$ cat src/rtl/ldl_gpio_pkg.sv
// Shared definitions for the LDL GPIO receive path: register map, STATUS layout
// and the Wishbone slave state encoding.
package ldl_gpio_pkg;

   localparam logic [1:0] RX_DATA_ADR = 2'd0;
   localparam logic [1:0] STATUS_ADR  = 2'd1;
   localparam logic [1:0] CTRL_ADR    = 2'd2;
   localparam logic [1:0] IRQ_EN_ADR  = 2'd3;

   // STATUS flags sit just above the count field; offsets are from the count MSB.
   localparam int STATUS_NE_OFS   = 1;
   localparam int STATUS_FULL_OFS = 2;
   localparam int STATUS_OVF_OFS  = 3;

   localparam int IRQ_DATA_BIT = 0;
   localparam int IRQ_OVF_BIT  = 1;
   localparam int CTRL_CLR_BIT = 0;

   typedef enum logic {
      WB_IDLE = 1'b0,
      WB_ACK  = 1'b1
   } wb_state_t;

endpackage

$ cat src/rtl/inport_rx_fifo_if.sv
// Wishbone classic slave bundle for the input-port receive registers.
interface inport_rx_fifo_if #(parameter int DW = 8);
   logic          wb_cyc_i;
   logic          wb_stb_i;
   logic          wb_we_i;
   logic [1:0]    wb_adr_i;
   logic [DW-1:0] wb_dat_i;
   logic [DW-1:0] wb_dat_o;
   logic          wb_ack_o;

   modport master (
      output wb_cyc_i, wb_stb_i, wb_we_i, wb_adr_i, wb_dat_i,
      input  wb_dat_o, wb_ack_o
   );

   modport slave (
      input  wb_cyc_i, wb_stb_i, wb_we_i, wb_adr_i, wb_dat_i,
      output wb_dat_o, wb_ack_o
   );
endinterface

$ cat src/rtl/inport_rx_fifo_rx_fifo.sv
// Synchronous DEPTH x DW FIFO with extra-MSB pointers; head word is read
// combinationally so a pop can return its data in the same cycle.
module rx_fifo #(
   parameter int DW    = 8,
   parameter int DEPTH = 4
) (
   input  logic                       clk,
   input  logic                       reset,
   input  logic                       push,
   input  logic [DW-1:0]              push_data,
   input  logic                       pop,
   output logic [DW-1:0]              head,
   output logic                       full,
   output logic                       empty,
   output logic [$clog2(DEPTH):0]     count
);
   localparam int AW = $clog2(DEPTH);

   logic [DW-1:0] mem_reg [DEPTH];
   logic [AW:0]   wr_ptr_reg;
   logic [AW:0]   rd_ptr_reg;
   logic          push_ok;
   logic          pop_ok;

   assign empty   = (wr_ptr_reg == rd_ptr_reg);
   assign full    = (wr_ptr_reg[AW] != rd_ptr_reg[AW]) &&
                    (wr_ptr_reg[AW-1:0] == rd_ptr_reg[AW-1:0]);
   assign count   = wr_ptr_reg - rd_ptr_reg;
   assign head    = mem_reg[rd_ptr_reg[AW-1:0]];
   // A pop frees the slot being written, so a full FIFO still accepts a push then.
   assign push_ok = push & (~full | pop);
   assign pop_ok  = pop & ~empty;

   always_ff @(posedge clk) begin
      if (reset) begin
         wr_ptr_reg <= '0;
         rd_ptr_reg <= '0;
      end else begin
         if (push_ok) wr_ptr_reg <= wr_ptr_reg + 1'b1;
         if (pop_ok)  rd_ptr_reg <= rd_ptr_reg + 1'b1;
      end
   end

   generate
      for (genvar gi = 0; gi < DEPTH; gi++) begin : g_entry
         always_ff @(posedge clk) begin
            if (push_ok && (wr_ptr_reg[AW-1:0] == AW'(gi)))
               mem_reg[gi] <= push_data;
         end
      end
   endgenerate
endmodule

$ cat src/rtl/inport_rx_fifo.sv
// Receive stage behind the LDL input port: token edge detect, RX FIFO and Wishbone registers.
// Define INPORT_RX_IRQ_EN to build the IRQ_EN register and irq_o logic.
module inport_rx_fifo
   import ldl_gpio_pkg::*;
#(
   parameter int DW    = 8,
   parameter int DEPTH = 4
) (
   input  logic              clk,
   input  logic              reset,
   input  logic              port_valid,
   input  logic [DW-1:0]     port_data,
   inport_rx_fifo_if.slave   wb,
   output logic              rx_overflow,
   output logic              irq_o
);
   localparam int AW = $clog2(DEPTH);

   wb_state_t     state_reg;
   logic          valid_q_reg;
   logic          push_reg;
   logic [DW-1:0] push_data_reg;
   logic          ack_reg;
   logic [DW-1:0] dat_reg;
   logic          overflow_reg;

   logic [DW-1:0] head;
   logic          full;
   logic          empty;
   logic [AW:0]   count;

   logic          wb_req;
   logic          rd_req;
   logic          wr_req;
   logic          pop;
   logic          ovf_clr;
   logic          ovf_set;
   logic [DW-1:0] status_word;
   logic [DW-1:0] irq_en_word;
   logic [DW-1:0] rd_word;
   logic          unused_dat_bits;

   assign unused_dat_bits = ^wb.wb_dat_i[DW-1:1];

   // Only the rising edge of valid is a token; the word is written one cycle later.
   always_ff @(posedge clk) begin
      if (reset) begin
         valid_q_reg   <= 1'b0;
         push_reg      <= 1'b0;
         push_data_reg <= '0;
      end else begin
         valid_q_reg   <= port_valid;
         push_reg      <= port_valid & ~valid_q_reg;
         push_data_reg <= port_data;
      end
   end

   rx_fifo #(.DW(DW), .DEPTH(DEPTH)) u_rx_fifo (
      .clk       (clk),
      .reset     (reset),
      .push      (push_reg),
      .push_data (push_data_reg),
      .pop       (pop),
      .head      (head),
      .full      (full),
      .empty     (empty),
      .count     (count)
   );

   always_comb begin
      wb_req  = wb.wb_cyc_i & wb.wb_stb_i & ~ack_reg;
      rd_req  = wb_req & ~wb.wb_we_i;
      wr_req  = wb_req & wb.wb_we_i;
      pop     = rd_req && (wb.wb_adr_i == RX_DATA_ADR) && !empty;
      ovf_clr = wr_req && (wb.wb_adr_i == CTRL_ADR) && wb.wb_dat_i[CTRL_CLR_BIT];
      ovf_set = push_reg & full & ~pop;

      status_word                        = '0;
      status_word[AW:0]                  = count;
      status_word[AW + STATUS_NE_OFS]    = ~empty;
      status_word[AW + STATUS_FULL_OFS]  = full;
      status_word[AW + STATUS_OVF_OFS]   = overflow_reg;

      rd_word = '0;
      case (wb.wb_adr_i)
         RX_DATA_ADR: rd_word = empty ? '0 : head;
         STATUS_ADR:  rd_word = status_word;
         IRQ_EN_ADR:  rd_word = irq_en_word;
         default:     rd_word = '0;
      endcase
   end

   always_ff @(posedge clk) begin
      if (reset) begin
         state_reg    <= WB_IDLE;
         ack_reg      <= 1'b0;
         dat_reg      <= '0;
         overflow_reg <= 1'b0;
      end else begin
         // A clear and a new overflow in the same cycle leave the flag set.
         overflow_reg <= (overflow_reg & ~ovf_clr) | ovf_set;
         case (state_reg)
            WB_IDLE: begin
               ack_reg <= 1'b0;
               if (wb_req) begin
                  state_reg <= WB_ACK;
                  ack_reg   <= 1'b1;
                  if (rd_req) dat_reg <= rd_word;
               end
            end
            WB_ACK: begin
               state_reg <= WB_IDLE;
               ack_reg   <= 1'b0;
            end
            default: begin
               state_reg <= WB_IDLE;
               ack_reg   <= 1'b0;
            end
         endcase
      end
   end

`ifdef INPORT_RX_IRQ_EN
   logic [1:0] irq_en_reg;
   logic       irq_reg;

   always_ff @(posedge clk) begin
      if (reset) begin
         irq_en_reg <= 2'b00;
         irq_reg    <= 1'b0;
      end else begin
         if (wr_req && (wb.wb_adr_i == IRQ_EN_ADR))
            irq_en_reg <= wb.wb_dat_i[1:0];
         irq_reg <= (irq_en_reg[IRQ_DATA_BIT] & ~empty) |
                    (irq_en_reg[IRQ_OVF_BIT] & overflow_reg);
      end
   end

   always_comb begin
      irq_en_word      = '0;
      irq_en_word[1:0] = irq_en_reg;
   end
   assign irq_o = irq_reg;
`else
   assign irq_en_word = '0;
   assign irq_o       = 1'b0;
`endif

   assign wb.wb_ack_o = ack_reg;
   assign wb.wb_dat_o = dat_reg;
   assign rx_overflow = overflow_reg;
endmodule

$ cat src/flat_wrapper.sv
// flat-port wrapper written by rule: the top's interface ports become plain ports
module inport_rx_fifo_flat import ldl_gpio_pkg::*;
#(
   parameter int DW    = 8,
   parameter int DEPTH = 4
)
  (clk, reset, port_valid, port_data, rx_overflow, irq_o, wb_wb_cyc_i, wb_wb_stb_i, wb_wb_we_i, wb_wb_adr_i, wb_wb_dat_i, wb_wb_dat_o, wb_wb_ack_o);
  inport_rx_fifo_if #(.DW(DW)) wb_i ();
  input  logic clk;
  input  logic reset;
  input  logic port_valid;
  input  logic [DW-1:0] port_data;
  output logic rx_overflow;
  output logic irq_o;
  input wire logic [$bits(wb_i.wb_cyc_i)-1:0] wb_wb_cyc_i;
  input wire logic [$bits(wb_i.wb_stb_i)-1:0] wb_wb_stb_i;
  input wire logic [$bits(wb_i.wb_we_i)-1:0] wb_wb_we_i;
  input wire logic [$bits(wb_i.wb_adr_i)-1:0] wb_wb_adr_i;
  input wire logic [$bits(wb_i.wb_dat_i)-1:0] wb_wb_dat_i;
  output wire logic [$bits(wb_i.wb_dat_o)-1:0] wb_wb_dat_o;
  output wire logic [$bits(wb_i.wb_ack_o)-1:0] wb_wb_ack_o;
  assign wb_i.wb_cyc_i = wb_wb_cyc_i;
  assign wb_i.wb_stb_i = wb_wb_stb_i;
  assign wb_i.wb_we_i = wb_wb_we_i;
  assign wb_i.wb_adr_i = wb_wb_adr_i;
  assign wb_i.wb_dat_i = wb_wb_dat_i;
  assign wb_wb_dat_o = wb_i.wb_dat_o;
  assign wb_wb_ack_o = wb_i.wb_ack_o;
  inport_rx_fifo #(.DW(DW), .DEPTH(DEPTH)) u_core (.clk(clk), .reset(reset), .port_valid(port_valid), .port_data(port_data), .wb(wb_i), .rx_overflow(rx_overflow), .irq_o(irq_o));
endmodule
$ cat config.mk
export PLATFORM = sky130hd
export DESIGN_NAME = inport_rx_fifo_flat
export DESIGN_NICKNAME = d
export VERILOG_FILES = /design/src/rtl/ldl_gpio_pkg.sv /design/src/rtl/inport_rx_fifo_if.sv /design/src/rtl/inport_rx_fifo_rx_fifo.sv /design/src/rtl/inport_rx_fifo.sv /design/src/flat_wrapper.sv
export SDC_FILE = /design/constraint.sdc
export NUM_CORES = 1
export LEC_CHECK = 0
export ABC_AREA = 1
export CAP_MARGIN = 10
export CORE_AREA = 2 2 69 71
export DETAILED_ROUTE_END_ITERATION = 10
export DIE_AREA = 0 0 71 73
export PLACE_DENSITY = 0.82
export SYNTH_ARGS = -nofsm -noshare
export SYNTH_HDL_FRONTEND = slang
export SYNTH_HIERARCHICAL = 1
export SYNTH_SLANG_ARGS = --single-unit
$ cat constraint.sdc
create_clock -name clk -period 6 [get_ports clk]
set_clock_uncertainty 0.2 [all_clocks]
set_input_delay 1.5 -clock clk [delete_from_list [all_inputs] [get_ports clk]]
set_output_delay 1.5 -clock clk [all_outputs]
set_load 0.005 [all_outputs]
Word level (Yosys, flattened, before mapping)
Memory sizes are Yosys's and may differ from the RTL's. A register that Yosys moved wholly into a read port is not among the register bits. Index checks and enable logic that the tools add are counted.

Reductions and logical operators: 16. Mux-type cells: 23. Add/subtract/negate cells: 3. Bitwise operators: 19. Eq/ne operators: 8.

Operators by type and width (number): 8-bit 2-to-1 mux (4); 8-bit OR reduction (3); 8-bit one-hot mux with 2 select lines (1); 1-bit 2-to-1 mux (12); 1-bit bitwise AND (10); 2-bit 2-to-1 mux (5); 1-bit logical AND (9); 1-bit inverter (7); 3-bit by 1-bit adder with 3-bit output, second input constant (2); 2-bit == test, second input constant (3); 2-bit by 1-bit == test with 1-bit output, second input constant (2); 2-bit logical NOT (2); 3-bit == test (1); 3-bit AND reduction (1); 3-bit subtractor (1); 2-bit == test (1); 1-bit OR (2); 1-bit one-hot mux with 2 select lines (1); 1-bit logical NOT (1); 1-bit != test (1).

Memories kept: 1. Register bits: 26. Output and inout port bits: 11. RAM bits: 32. Bits of input ports: 24. Logic and storage cells: 78.

Memory list: u_core.u_rx_fifo.mem_reg (depth 4, width 8, read ports 1, clocked after memory_dff 1, write ports 1, line inport_rx_fifo_rx_fifo.sv:19) `logic [DW-1:0] mem_reg [DEPTH];`.

Depth between registers and ports, before layout
Depth in word-level cells: 14. Gate-level depth with buffers: 14.

Hierarchy
The synthesis kept the hierarchy.

By module, submodules not included: rx_fifo (area each 1724.2 sq um, cells each 148, instances 1); inport_rx_fifo (area each 780.7 sq um, cells each 103, instances 1).

Worst setup path before layout
Ideal clock, no wire load.

Path kind: input -> register. From: input wb_wb_cyc_i. To: memory u_core.u_rx_fifo.mem_reg[0][0], enable pin. Setup time: 0.371 ns. Buffers on the path: 0. Arrival: 2.668 ns. Path slack: 2.761 ns. Cell stages on the path: 8. Cell sequence: nand2_1 > nor3_4 > nand2_1 > inv_1 > inv_1 > nand3_4 > nand2_2 > nor2_1.

Longest elaborated chain between the ends: 14.

RTL lines: start, declared (line flat_wrapper.sv:15) `input wire logic [$bits(wb_i.wb_cyc_i)-1:0] wb_wb_cyc_i;`; 1-bit bitwise AND (*) (2 in a row) (line inport_rx_fifo.sv:71) `wb_req = wb.wb_cyc_i & wb.wb_stb_i & ~ack_reg;`; 1-bit bitwise AND (*) (line inport_rx_fifo.sv:72) `rd_req = wb_req & ~wb.wb_we_i;`; 1-bit logical AND (*) (2 in a row) (line inport_rx_fifo.sv:74) `pop = rd_req && (wb.wb_adr_i == RX_DATA_ADR) && !empty;`; via u_core.pop (line inport_rx_fifo.sv:35) `logic pop;`; 1-bit OR (*) (line inport_rx_fifo_rx_fifo.sv:31) `assign push_ok = push & (~full | pop);`; 1-bit bitwise AND (*) (line inport_rx_fifo_rx_fifo.sv:31); 1-bit logical AND (line inport_rx_fifo_rx_fifo.sv:47) `if (push_ok && (wr_ptr_reg[AW-1:0] == AW'(gi)))`; 1-bit 2-to-1 mux (line inport_rx_fifo_rx_fifo.sv:47); 1-bit 2-to-1 mux (not written as such) (line inport_rx_fifo_rx_fifo.sv:48) `mem_reg[gi] <= push_data;`; 8-bit OR reduction (no source line); 2-bit 2-to-1 mux (no source line) or 1-bit 2-to-1 mux (tied branches) (3 in a row); end, declared (line inport_rx_fifo_rx_fifo.sv:19).

Mark *: on every way through the listed nets, which the timed path passes. The rest lies on a longest branch.

Worst setup path after layout
From: input wb_wb_cyc_i. To: memory u_core.u_rx_fifo.mem_reg[0][2], enable pin.

The elaborated chain is that of the path after synthesis.

==> flow_summary.yaml <==
cts:
  numCtsBuffers: 9
  post-cts-setup-buffer-count: 0
  root_buffer: "clkbuf_8"
  cts.reportedPaths.clkPinSlew_ns: 0.06
  numClockSinks: 60
  clk_latency_ns: 0.33
  cts_tree: "yes"
  htreeDepth: 3
  max-clock-path-buffers: 2
  cts_resized: 0
  holdBufCountCts: 0
setup_path:
  crit_arrival_ns: 3.81
  end_kind: "register"
  cp_slowest_cell: "nor2_1"
  max_stage_delay_ns: 0.64
  critPathLaunchType: "input pin"
  reg2reg_from: "u_core/u_rx_fifo/wr_ptr_reg[0]$_SDFFE_PP0P_"
  path_cells: "clkdlybuf4s50_1 > nand2_1 > nor3_4 > nand2_1 > inv_1 > inv_1 > nand3_4 > nand2_2 > nor2_1"
  crit_fanout: 15
  reg2reg_setup_slack_ns: 2.77
  cp.required_ns: 5.75
  worstRegToRegCells: 13
  r2r-end: "u_core/u_rx_fifo/mem_reg[0][2]$_DFFE_PP_"
  crit_type: "in -> reg"
timing:
  slew_viol_final: 0
  fmax_ghz: 0.247
  fin_crit_sh_pct: 67.6
  hold_viol_final: 0
  grt_setup_unrepaired: "false"
  tightest_slew_ns: 0.832
  slew_headroom_pct: 44.3
  setup_viol: 0
  fin_crit_ns: 4.05
  setup-tns-final_ns: 0
yosys:
  syn-instance-count: 251
  synth_top_family_by_area: "simple AND/OR/NAND/NOR gates"
  synth-edff-count: 32
  ys_types: 27
  synth_area_per_cell_um2: 9.98
  synth_xor_area_share_pct: 0.699
  yosys.area_share.simple_pct: 17.6
  synth_fa_ha_area_share_pct: 4.30
  syn-cell-area_um2: 2500
  ys_warn_count: 6
  ys.flop_type: "edfxtp_1"
  synth_compound_area_share_pct: 9.69
  synthMuxAreaShare_pct: 0
  async_reset_ff_share_pct: 0
  yosysSeqAreaShare_pct: 60.7
  synth-seq-cells: 60
  syn-num-nets: 283
global_route:
  met3_usage_pct: 7.46
  antenna_found_initial: 0
  met1_usage_pct: 20.9
  use_met2_pct: 33.6
  grt_max_degree: 19
  grt-ovfl-total: 0
  grt.total_usage_pct: 19.8
  grt_pass1_vias: 1760
  top_usage_layer: "met2"
  grt_pass1_wl_um: 7480
place:
  dp_hpwl_um: 2890
  dp_cells: 326
  numPortBuffers: 26
  gp_congestion: 0.837
final_layout:
  drive_gt1_share_pct: 9.41
  nFillCells: 351
  final_nets: 315
  syn_to_final_growth_pct: 20.2
  layout.cells.non_filler: 341
  largest_reg_flops: 32
  n_antenna_cell: 0
hold_path:
  hold_end: "u_core/push_reg$_SDFF_PP0_"
  hold_depth: 1
  min_from: "u_core/valid_q_reg$_SDFF_PP0_"
  hold_path_class: "reg -> reg"
routing:
  vias: 1747
  first_pass_iters: 6
  finalWirelength_um: 4510
  viasPerCell: 5.12
  drtIter0Drc: 77
  wl_per_cell_um: 13.2
  ant_nets: 0
  drc: 0
pwr:
  p_per_area_nw_per_um2: 294
  pwr-share-seq_pct: 50.8
  ir_drop_mv: 0.144
  cellInternalPower_mw: 0.707
  comb_power_share_pct: 5.7
  p_clk_share_pct: 43.5
  p_switching_mw: 0.180
  swShare_pct: 20.3
  power_leakage_nw: 1.21
floorplan:
  start_util_pct: 55.2
  die_h_um: 73
  die_x_um: 71
  num_io_pins: 35
  core_area_um2: 4540
  rows: 25
  die_area_um2: 5180
status:
  status: "finished, final reports clean"
run:
  maxCapViolations: 0
==> worst max-delay path by stage <==
stage                      from                                       end  slack (ns)  cells past startpoint
floorplan           wb_wb_cyc_i  u_core/u_rx_fifo/mem_reg[0][0]$_DFFE_PP_        2.76                      8
global placement    wb_wb_cyc_i  u_core/u_rx_fifo/mem_reg[0][7]$_DFFE_PP_        1.69                      9
detailed placement  wb_wb_stb_i  u_core/u_rx_fifo/mem_reg[0][7]$_DFFE_PP_        1.64                      9
CTS                 wb_wb_stb_i  u_core/u_rx_fifo/mem_reg[0][3]$_DFFE_PP_        1.92                      9
global route        wb_wb_stb_i  u_core/u_rx_fifo/mem_reg[0][3]$_DFFE_PP_        1.75                      9
finish              wb_wb_cyc_i  u_core/u_rx_fifo/mem_reg[0][2]$_DFFE_PP_        1.95                      9
==> kinds of logic (layout without fill, tap and decap cells) <==
group | count (synthesis) | after routing
buffers and inverters | 41 | 77
adder cells (fa/ha/maj) | 8 | 8
AND/OR/NAND/NOR | 94 | 94
other | 1 | 1
flip-flops | 60 | 60
AO/OA/AOI/OAI | 45 | 45
XOR/XNOR | 2 | 2
==> worst max-delay path, delay by kind of cell <==
| kind | cells | cell delay [ns] |
|---|---|---|
| buffers and inverters | 3 | 0.76 |
| AND/OR/NAND/NOR | 6 | 1.55 |
==> cell usage after synthesis (2+ instances only) <==
master	count	share of area, %
a21oi_2	2	0.70
nand3_4	2	1.4
dfxtp_1	28	22
inv_1	34	5.1
ha_1	7	3.5
nand2_1	29	4.3
nor2_1	44	6.6
nand2_2	4	1.0
o22ai_1	8	2.0
o21ai_1	3	0.60
o21ai_0	19	3.8
nor3_1	4	0.80
nand3_1	8	1.6
edfxtp_1	32	38
a21oi_1	13	2.6
inv_2	2	0.30
buf_4	2	0.60
==> through the flow <==
step | worst slack, ns | area [um2] | hold WS, ns | util (%) | total power, mW
after floorplan | 2.76 | 2500 | 0.174 | - | 0.486
after global placement | 1.69 | 2800 | 0.178 | 61.7 | 0.507
after detailed placement | 1.64 | 2800 | 0.186 | 61.7 | 0.509
after CTS | 1.92 | 3010 | 0.194 | 66.4 | 0.895
after global routing | 1.75 | 3010 | 0.200 | 66.4 | 0.919
final | 1.95 | 3010 | 0.192 | 66.4 | 0.887
==> placed cells by master (no fill, tap or decap), drive strengths merged <==
master,count
clkdlybuf4s50,26
inv,36
clkinv,2
clkbuf,10
ha,7
o22ai,8
clkinvlp,1
bufinv,2
nor3,5
nand3,10
nor2,45
nand2,34
xnor2,1
dfxtp,28
conb,1
o21ai,22
xor2,1
fa,1
edfxtp,32
a21oi,15
==> cell type report <==
type	count	area [um2]	area share, %
Inverter	36	135	4.49
Multi-Input combinational cell	150	813	27.0
Sequential cell	60	1520	50.5
Clock buffer	10	138	4.57
Timing Repair Buffer	26	260	8.64
Clock inverter	5	76.3	2.53
Tap cell	54	67.6	2.24
==> per-layer routing <==
layer | vias up | share of wire (%)
li1 | 881 | -
met1 | 812 | 43
met2 | 46 | 51
met3 | 8 | 4.8
met4 | 0 | 1.9
met5 | - | 0
==> power groups by stage <==
stage	Combinational (mW)	Sequential (mW)	Clock, mW
after global routing	0.0564	0.452	0.411
after detailed placement	0.0498	0.459	0
final	0.0505	0.450	0.386
after CTS	0.0507	0.450	0.394
after global placement	0.0484	0.459	0
after floorplan	0.0281	0.458	0
(Power assumes the default switching activity.)
